==> config.mk <==
export PLATFORM = sky130hd
export DESIGN_NAME = conv_tree_sched
export DESIGN_NICKNAME = d
export VERILOG_FILES = /design/src/rtl/conv_sched_pkg.sv /design/src/rtl/conv_tree_sched_sync_fifo.sv /design/src/rtl/conv_tree_sched.sv
export SDC_FILE = /design/constraint.sdc
export NUM_CORES = 1
export LEC_CHECK = 0
export ABC_AREA = 1
export CAP_MARGIN = 10
export CELL_PAD_IN_SITES_DETAIL_PLACEMENT = 1
export CELL_PAD_IN_SITES_GLOBAL_PLACEMENT = 2
export CORE_MARGIN = 2
export CORE_UTILIZATION = 35
export DETAILED_ROUTE_END_ITERATION = 8
export MAX_ROUTING_LAYER = met4
export PLACE_DENSITY = 0.89
export REMOVE_ABC_BUFFERS = 1
export SLEW_MARGIN = 30
export SYNTH_ARGS = -nofsm -noshare
export SYNTH_HDL_FRONTEND = slang
export SYNTH_SLANG_ARGS = --single-unit
==> constraint.sdc <==
create_clock -name clk -period 3.15 [get_ports clk]
set_input_delay 0.315 -clock clk [delete_from_list [all_inputs] [get_ports clk]]
set_output_delay 0.315 -clock clk [all_outputs]
set_load 0.03 [all_outputs]
==> src/rtl/conv_sched_pkg.sv <==
// rtl/conv_sched_pkg.sv - shared types and default widths for the convolution tree scheduler
//
// Purpose: FSM state encoding, the token carried alongside each window through
// the adder tree, and the default configuration constants.
// Ports: none (package).
package conv_sched_pkg;

  localparam int TREE_LAT_DEF  = 4;
  localparam int SUM_WIDTH_DEF = 20;
  localparam int ACC_WIDTH_DEF = 24;
  localparam int PIX_WIDTH_DEF = 16;
  localparam int CH_WIDTH_DEF  = 8;
  localparam int OUT_DEPTH_DEF = 4;

  typedef enum logic [1:0] {
    ST_IDLE,
    ST_ISSUE,
    ST_DRAIN,
    ST_FIN
  } state_t;

  // first: tree result starts a new pixel sum; last: it completes one
  typedef struct packed {
    logic first;
    logic last;
  } token_t;

endpackage

==> src/rtl/conv_tree_sched_sync_fifo.sv <==
// rtl/conv_tree_sched_sync_fifo.sv - flop-based synchronous result FIFO
//
// Purpose: holds finished pixel sums until the writeback stream takes them.
// Ports:
//   clk, rst        clock, synchronous active-high reset
//   push, push_data write side (caller guarantees space)
//   pop, pop_data   read side; pop_data shows the head entry from flops
//   count           number of stored entries
module sync_fifo #(
  parameter int WIDTH = 24,
  parameter int DEPTH = 4,
  localparam int AW = $clog2(DEPTH),
  localparam int CW = AW + 1
) (
  input  logic             clk,
  input  logic             rst,
  input  logic             push,
  input  logic [WIDTH-1:0] push_data,
  input  logic             pop,
  output logic [WIDTH-1:0] pop_data,
  output logic [CW-1:0]    count
);

  logic [WIDTH-1:0] mem [DEPTH];
  logic [AW-1:0]    wr_ptr;
  logic [AW-1:0]    rd_ptr;
  logic             push_ok;
  logic             pop_ok;

  assign push_ok  = push && (count != CW'(DEPTH));
  assign pop_ok   = pop && (count != '0);
  assign pop_data = mem[rd_ptr];

  always_ff @(posedge clk) begin
    if (rst) begin
      wr_ptr <= '0;
      rd_ptr <= '0;
      count  <= '0;
      for (int i = 0; i < DEPTH; i++) mem[i] <= '0;
    end else begin
      if (push_ok) begin
        mem[wr_ptr] <= push_data;
        wr_ptr      <= wr_ptr + AW'(1);
      end
      if (pop_ok) rd_ptr <= rd_ptr + AW'(1);
      case ({push_ok, pop_ok})
        2'b10:   count <= count + CW'(1);
        2'b01:   count <= count - CW'(1);
        default: ;
      endcase
    end
  end

endmodule

==> src/rtl/conv_tree_sched.sv <==
// rtl/conv_tree_sched.sv - 3x3 adder tree scheduler and channel accumulator
//
// Purpose: walks pixels x channels, fires one window per cycle into the adder
// tree when data and output credit allow, tracks the tree latency with tokens,
// accumulates returning sums across channels and streams finished pixels.
// Optional feature macro: CONV_ACC_SAT_EN (saturating accumulation + sticky ovf).
// Ports:
//   clk, rst              clock, synchronous active-high reset
//   start, num_pix/num_ch job launch and counts (latched in IDLE)
//   busy, done            job status, done is a one-cycle pulse
//   win_valid, win_req    window handshake with the line buffer
//   tree_en, bias_sel     tree load strobe, bias add on channel 0
//   tree_sum              tree result, TREE_LAT cycles after tree_en
//   out_data/valid/ready  pixel result stream
//   ovf                   sticky accumulator saturation flag
module conv_tree_sched
  import conv_sched_pkg::*;
#(
  parameter int TREE_LAT  = TREE_LAT_DEF,
  parameter int SUM_WIDTH = SUM_WIDTH_DEF,
  parameter int ACC_WIDTH = ACC_WIDTH_DEF,
  parameter int PIX_WIDTH = PIX_WIDTH_DEF,
  parameter int CH_WIDTH  = CH_WIDTH_DEF,
  parameter int OUT_DEPTH = OUT_DEPTH_DEF
) (
  input  logic                        clk,
  input  logic                        rst,
  input  logic                        start,
  input  logic [PIX_WIDTH-1:0]        num_pix,
  input  logic [CH_WIDTH-1:0]         num_ch,
  output logic                        busy,
  output logic                        done,
  input  logic                        win_valid,
  output logic                        win_req,
  output logic                        tree_en,
  output logic                        bias_sel,
  input  logic signed [SUM_WIDTH-1:0] tree_sum,
  output logic signed [ACC_WIDTH-1:0] out_data,
  output logic                        out_valid,
  input  logic                        out_ready,
  output logic                        ovf
);

  localparam int CNT_W = $clog2(OUT_DEPTH) + 1;

  state_t                       state, state_next;
  logic                         done_next;
  logic [PIX_WIDTH-1:0]         pix, num_pix_q;
  logic [CH_WIDTH-1:0]          ch, num_ch_q;
  logic [TREE_LAT-1:0]          tok_v;
  token_t                       tok [TREE_LAT];
  token_t                       ret_tok;
  logic                         ret_v;
  logic                         wr_pend;
  logic signed [ACC_WIDTH-1:0]  acc, acc_next, sum_ext;
  logic [CNT_W-1:0]             fifo_count;
  logic [7:0]                   inflight_last;
  logic                         credit_ok, issue, launch, job_ok;
  logic                         ch_last, pix_last, pop;

  assign launch   = (state == ST_IDLE) && start;
  assign job_ok   = (num_pix != '0) && (num_ch != '0);
  assign ch_last  = (ch == num_ch_q - CH_WIDTH'(1));
  assign pix_last = (pix == num_pix_q - PIX_WIDTH'(1));

  // Every last token still in the tree (or waiting to be written) has a FIFO
  // slot reserved, so returning results never need back-pressure.
  always_comb begin
    inflight_last = 8'(wr_pend);
    for (int i = 0; i < TREE_LAT; i++)
      inflight_last = inflight_last + 8'(tok_v[i] & tok[i].last);
  end

  assign credit_ok = (8'(fifo_count) + inflight_last) < 8'(OUT_DEPTH);
  assign issue     = (state == ST_ISSUE) && win_valid && credit_ok;
  assign tree_en   = issue;
  assign win_req   = issue;
  assign bias_sel  = issue && (ch == '0);
  assign busy      = (state != ST_IDLE);

  always_comb begin
    state_next = state;
    done_next  = 1'b0;
    unique case (state)
      ST_IDLE:  if (start) state_next = job_ok ? ST_ISSUE : ST_FIN;
      ST_ISSUE: if (issue && ch_last && pix_last) state_next = ST_DRAIN;
      ST_DRAIN: if ((tok_v == '0) && !wr_pend) state_next = ST_FIN;
      ST_FIN: begin
        if (fifo_count == '0) begin
          done_next  = 1'b1;
          state_next = ST_IDLE;
        end
      end
      default:  state_next = ST_IDLE;
    endcase
  end

  always_ff @(posedge clk) begin
    if (rst) begin
      state <= ST_IDLE;
      done  <= 1'b0;
    end else begin
      state <= state_next;
      done  <= done_next;
    end
  end

  always_ff @(posedge clk) begin
    if (rst) begin
      pix       <= '0;
      ch        <= '0;
      num_pix_q <= '0;
      num_ch_q  <= '0;
    end else if (launch) begin
      pix       <= '0;
      ch        <= '0;
      num_pix_q <= num_pix;
      num_ch_q  <= num_ch;
    end else if (issue) begin
      if (ch_last) begin
        ch  <= '0;
        pix <= pix + PIX_WIDTH'(1);
      end else begin
        ch  <= ch + CH_WIDTH'(1);
      end
    end
  end

  // Token pipe mirrors the tree: stage TREE_LAT-1 lines up with tree_sum.
  always_ff @(posedge clk) begin
    if (rst) begin
      tok_v <= '0;
      for (int i = 0; i < TREE_LAT; i++) tok[i] <= '0;
    end else begin
      tok_v[0]     <= issue;
      tok[0].first <= (ch == '0);
      tok[0].last  <= ch_last;
      for (int i = 1; i < TREE_LAT; i++) begin
        tok_v[i] <= tok_v[i-1];
        tok[i]   <= tok[i-1];
      end
    end
  end

  assign ret_v   = tok_v[TREE_LAT-1];
  assign ret_tok = tok[TREE_LAT-1];
  assign sum_ext = {{(ACC_WIDTH-SUM_WIDTH){tree_sum[SUM_WIDTH-1]}}, tree_sum};

`ifdef CONV_ACC_SAT_EN
  logic signed [ACC_WIDTH:0] acc_wide;
  logic                      clamp;
  logic                      ovf_q;

  // One guard bit: a sign mismatch between the top two bits means overflow.
  always_comb begin
    acc_wide = {acc[ACC_WIDTH-1], acc} + {sum_ext[ACC_WIDTH-1], sum_ext};
    clamp    = 1'b0;
    acc_next = acc_wide[ACC_WIDTH-1:0];
    if (ret_tok.first) begin
      acc_next = sum_ext;
    end else if (acc_wide[ACC_WIDTH] != acc_wide[ACC_WIDTH-1]) begin
      clamp    = 1'b1;
      acc_next = acc_wide[ACC_WIDTH] ? {1'b1, {(ACC_WIDTH-1){1'b0}}}
                                     : {1'b0, {(ACC_WIDTH-1){1'b1}}};
    end
  end

  always_ff @(posedge clk) begin
    if (rst || launch) ovf_q <= 1'b0;
    else if (ret_v && clamp) ovf_q <= 1'b1;
  end

  assign ovf = ovf_q;
`else
  assign acc_next = ret_tok.first ? sum_ext : acc + sum_ext;
  assign ovf      = 1'b0;
`endif

  // wr_pend lands together with the final acc value, so the FIFO write in the
  // following cycle sees the completed sum even if a new pixel starts.
  always_ff @(posedge clk) begin
    if (rst) begin
      acc     <= '0;
      wr_pend <= 1'b0;
    end else begin
      wr_pend <= ret_v && ret_tok.last;
      if (ret_v) acc <= acc_next;
    end
  end

  assign out_valid = (fifo_count != '0);
  assign pop       = out_valid && out_ready;

  sync_fifo #(
    .WIDTH (ACC_WIDTH),
    .DEPTH (OUT_DEPTH)
  ) u_fifo (
    .clk       (clk),
    .rst       (rst),
    .push      (wr_pend),
    .push_data (acc),
    .pop       (pop),
    .pop_data  (out_data),
    .count     (fifo_count)
  );

endmodule

==> out/metrics.yaml <==
multi_input_area_um2: 4850
critPathKind: "flop to primary output"
synth_cell_types: 48
fin_skew_ns: 0.0179
critPathArrivalTime_ns: 2.65
cp.required_ns: 2.83
grt-ovfl-total: 0
endpoint: "win_req"
synthCells: 1336
first_global_vias: 9723
yosysWarnings: 0
status: "finished, final reports clean"
htreeDepth: 4
rows: 63
reg2regPathDepth: 16
routed_via_density: 5.09
die_y_um: 177
dr_total_vias: 9257
grt_start_max_net_pins: 49
maxCapViolCount: 0
portBuffers: 78
period_share_pct: 94.1
worst-path-max-fanout: 6
start_kind: "flop"
fin_crit_ns: 2.96
nFillCells: 3595
syn_avg_cell_area_um2: 7.81
cts_buffer_depth: 2
cp-end-kind: "primary output"
hold_viol_final: 0
routedWlPerCell_um: 17.1
area_growth_pct: 17.9
firstDrtPassIters: 5
p_per_area_nw_per_um2: 570
cts_buffers: 17
most-common-layout-cells: "nor2_1 (265), nand2_1 (202), inv_1 (154)"
clk_transition_reported_paths_ns: 0.08
worstSkewPairLatency_ns: 0.46
final_area_um2: 12300
drc: 0
grt_pass1_wl_mm: 50.2
fin_setup_tns_ns: 0
clockRootBuffer: "clkbuf_16"
worst_pin_slew_ns: 0.977
dieArea_um2: 31200
placed_cell_area_um2: 11700
antenna_found_initial: 0
dp_hpwl_mm: 22.4
nNetsFinal: 1504
cts.sinks: 193
hold_slack_ns: 0.405
hold_depth: 2
ff2ff_setup_slack_ns: 0.24
ys_seq_elements: 193
gp_congestion: 0.840
maxSlewHeadroom_pct: 34.9
grtUsageTotal_pct: 21.1
ant_nets: 0
dp.cells: 1784
synthesis.area_um2: 10400
setup_viol: 0
fmax_ghz: 0.337
fp.dieW_um: 177
regArea_um2: 4820
drt_iter0_markers: 475
setup.worst_path.start: "tok_v[0]"
rsz0062_at_grt: "false"
drive_gt1_share_pct: 6.59
maxSlewViolCount: 0
seq_area_frac_synth_pct: 46.2
hold_path_class: "flop to flop"
p_leak_uw: 0.00478
layout_commonest_cell: "nor2_1"
r2r_start: "tok_v[0]"
pin_count: 80
diodes: 0
coreArea_um2: 29500
finalPower_uw: 7010
start_util_pct: 35.4
instances_no_fill: 1817
cts_tree: "built"
vdd.ir_drop.worst_mv: 0.363
wirelength_mm: 31.1
r2r-end: "ch[6]"
repair_timing:
| action | 4_1_cts | 5_1_grt |
|---|---|---|
| pin swaps | 0 | 1 |
| buffers inserted | 0 | 1 |
| setup endpoints to repair | 3 | 3 |
| resized for setup | 9 | 7 |
| hold buffers | 0 | 0 |
power breakdown:
part | internal [uW] | leakage (uW) | switching (uW)
Sequential | 2790 | 0.00178 | 132
Combinational | 679 | 0.00272 | 1220
Clock | 1060 | 0.000280 | 1130
Total | 4530 | 0.00478 | 2480
layout make-up:
type	count	area share, %
well taps	390	3.97
inverters	160	4.89
repair buffers	107	7.85
clock buffers	17	3.46
flip-flops and latches	193	39.2
clock inverters	15	1.22
multi-input cells	935	39.4
critical path, stage by stage, from the launching register on:
cell and delay (ns):
dfxtp_1 0.32, nand2_1 0.07, inv_1 0.05, fa_1 0.50, inv_1 0.05, fa_1 0.35
inv_1 0.07, ha_1 0.22, nand3_1 0.08, nand2_1 0.13, inv_2 0.16, buf_2 0.22
state kept, by name, indices dropped and copies added (netlist names), named ones only:
| signal | flops |
|---|---|
| num_pix_q | 16 |
| u_fifo.rd_ptr | 2 |
| done | 1 |
| tok | 8 |
| pix | 16 |
| state | 2 |
| tok_v | 4 |
| u_fifo.wr_ptr | 2 |
| wr_pend | 1 |
| num_ch_q | 8 |
| u_fifo.count | 3 |
| ch | 8 |
| u_fifo.mem | 96 |
| acc | 24 |
metrics by stage:
stage | util, % | setup WS (ns)
after floorplan | - | 0.143
final | 41.7 | 0.186
after global placement | 39.8 | 0.219
after CTS | 41.7 | 0.0592
after global routing | 41.7 | 0.0282
after detailed placement | 39.8 | 0.181
synth_stat cells, drive strengths merged:
library cell | n | share of area, %
o31ai | 2 | 0.19
o22ai | 24 | 1.4
buf | 7 | 0.42
a31o | 2 | 0.17
a31oi | 2 | 0.12
edfxtp | 96 | 28
a221oi | 4 | 0.34
clkbuf | 41 | 1.5
a211oi | 1 | 0.072
xnor2 | 17 | 1.4
o21a | 1 | 0.072
nand3b | 5 | 0.36
a21boi | 2 | 0.14
ha | 37 | 4.4
nor2 | 269 | 9.7
nand3 | 56 | 2.8
a21oi | 89 | 4.3
inv | 159 | 5.7
dfxtp | 97 | 19
o21ai | 119 | 5.7
o211ai | 11 | 0.79
xor2 | 27 | 2.3
nand4 | 20 | 1.2
nor4 | 9 | 0.54
a21o | 2 | 0.14
nor3 | 14 | 0.78
conb | 1 | 0.036
o21bai | 3 | 0.22
nor3b | 3 | 0.26
clkinv | 1 | 0.048
nand2 | 203 | 7.3
fa | 4 | 0.77
or4 | 1 | 0.072
or2 | 7 | 0.42
how the worst min path moves through the flow:
| stage | start | end | slack, ns |
|---|---|---|---|
| 2_1_floorplan | rst | acc[10] | 0.38 |
| 3_3_place_gp | tok[1][1] | tok[2][1] | 0.39 |
| 3_5_place_dp | tok[1][1] | tok[2][1] | 0.40 |
| 4_1_cts | tok[0][1] | tok[1][1] | 0.41 |
| 5_1_grt | tok[2][1] | tok[3][1] | 0.44 |
| 6_report | tok[1][1] | tok[2][1] | 0.40 |
metal layers:
metal / share of wire [%] / global-route usage [%]
met3: 3.0 / 2.34
met5: 0 / -
met4: 1.7 / 6.20
met2: 49 / 36.3
met1: 46 / 26.2
cell families after synthesis:
kind of cell	synth area share, %
adder cells (fa/ha/maj)	5.20
flip-flops	46.2
buffers and inverters	7.66
other	0.0359
AND/OR/NAND/NOR	23.5
AO/OA/AOI/OAI	13.7
XOR/XNOR	3.69
Note: power is estimated with default switching activity, not from simulation.
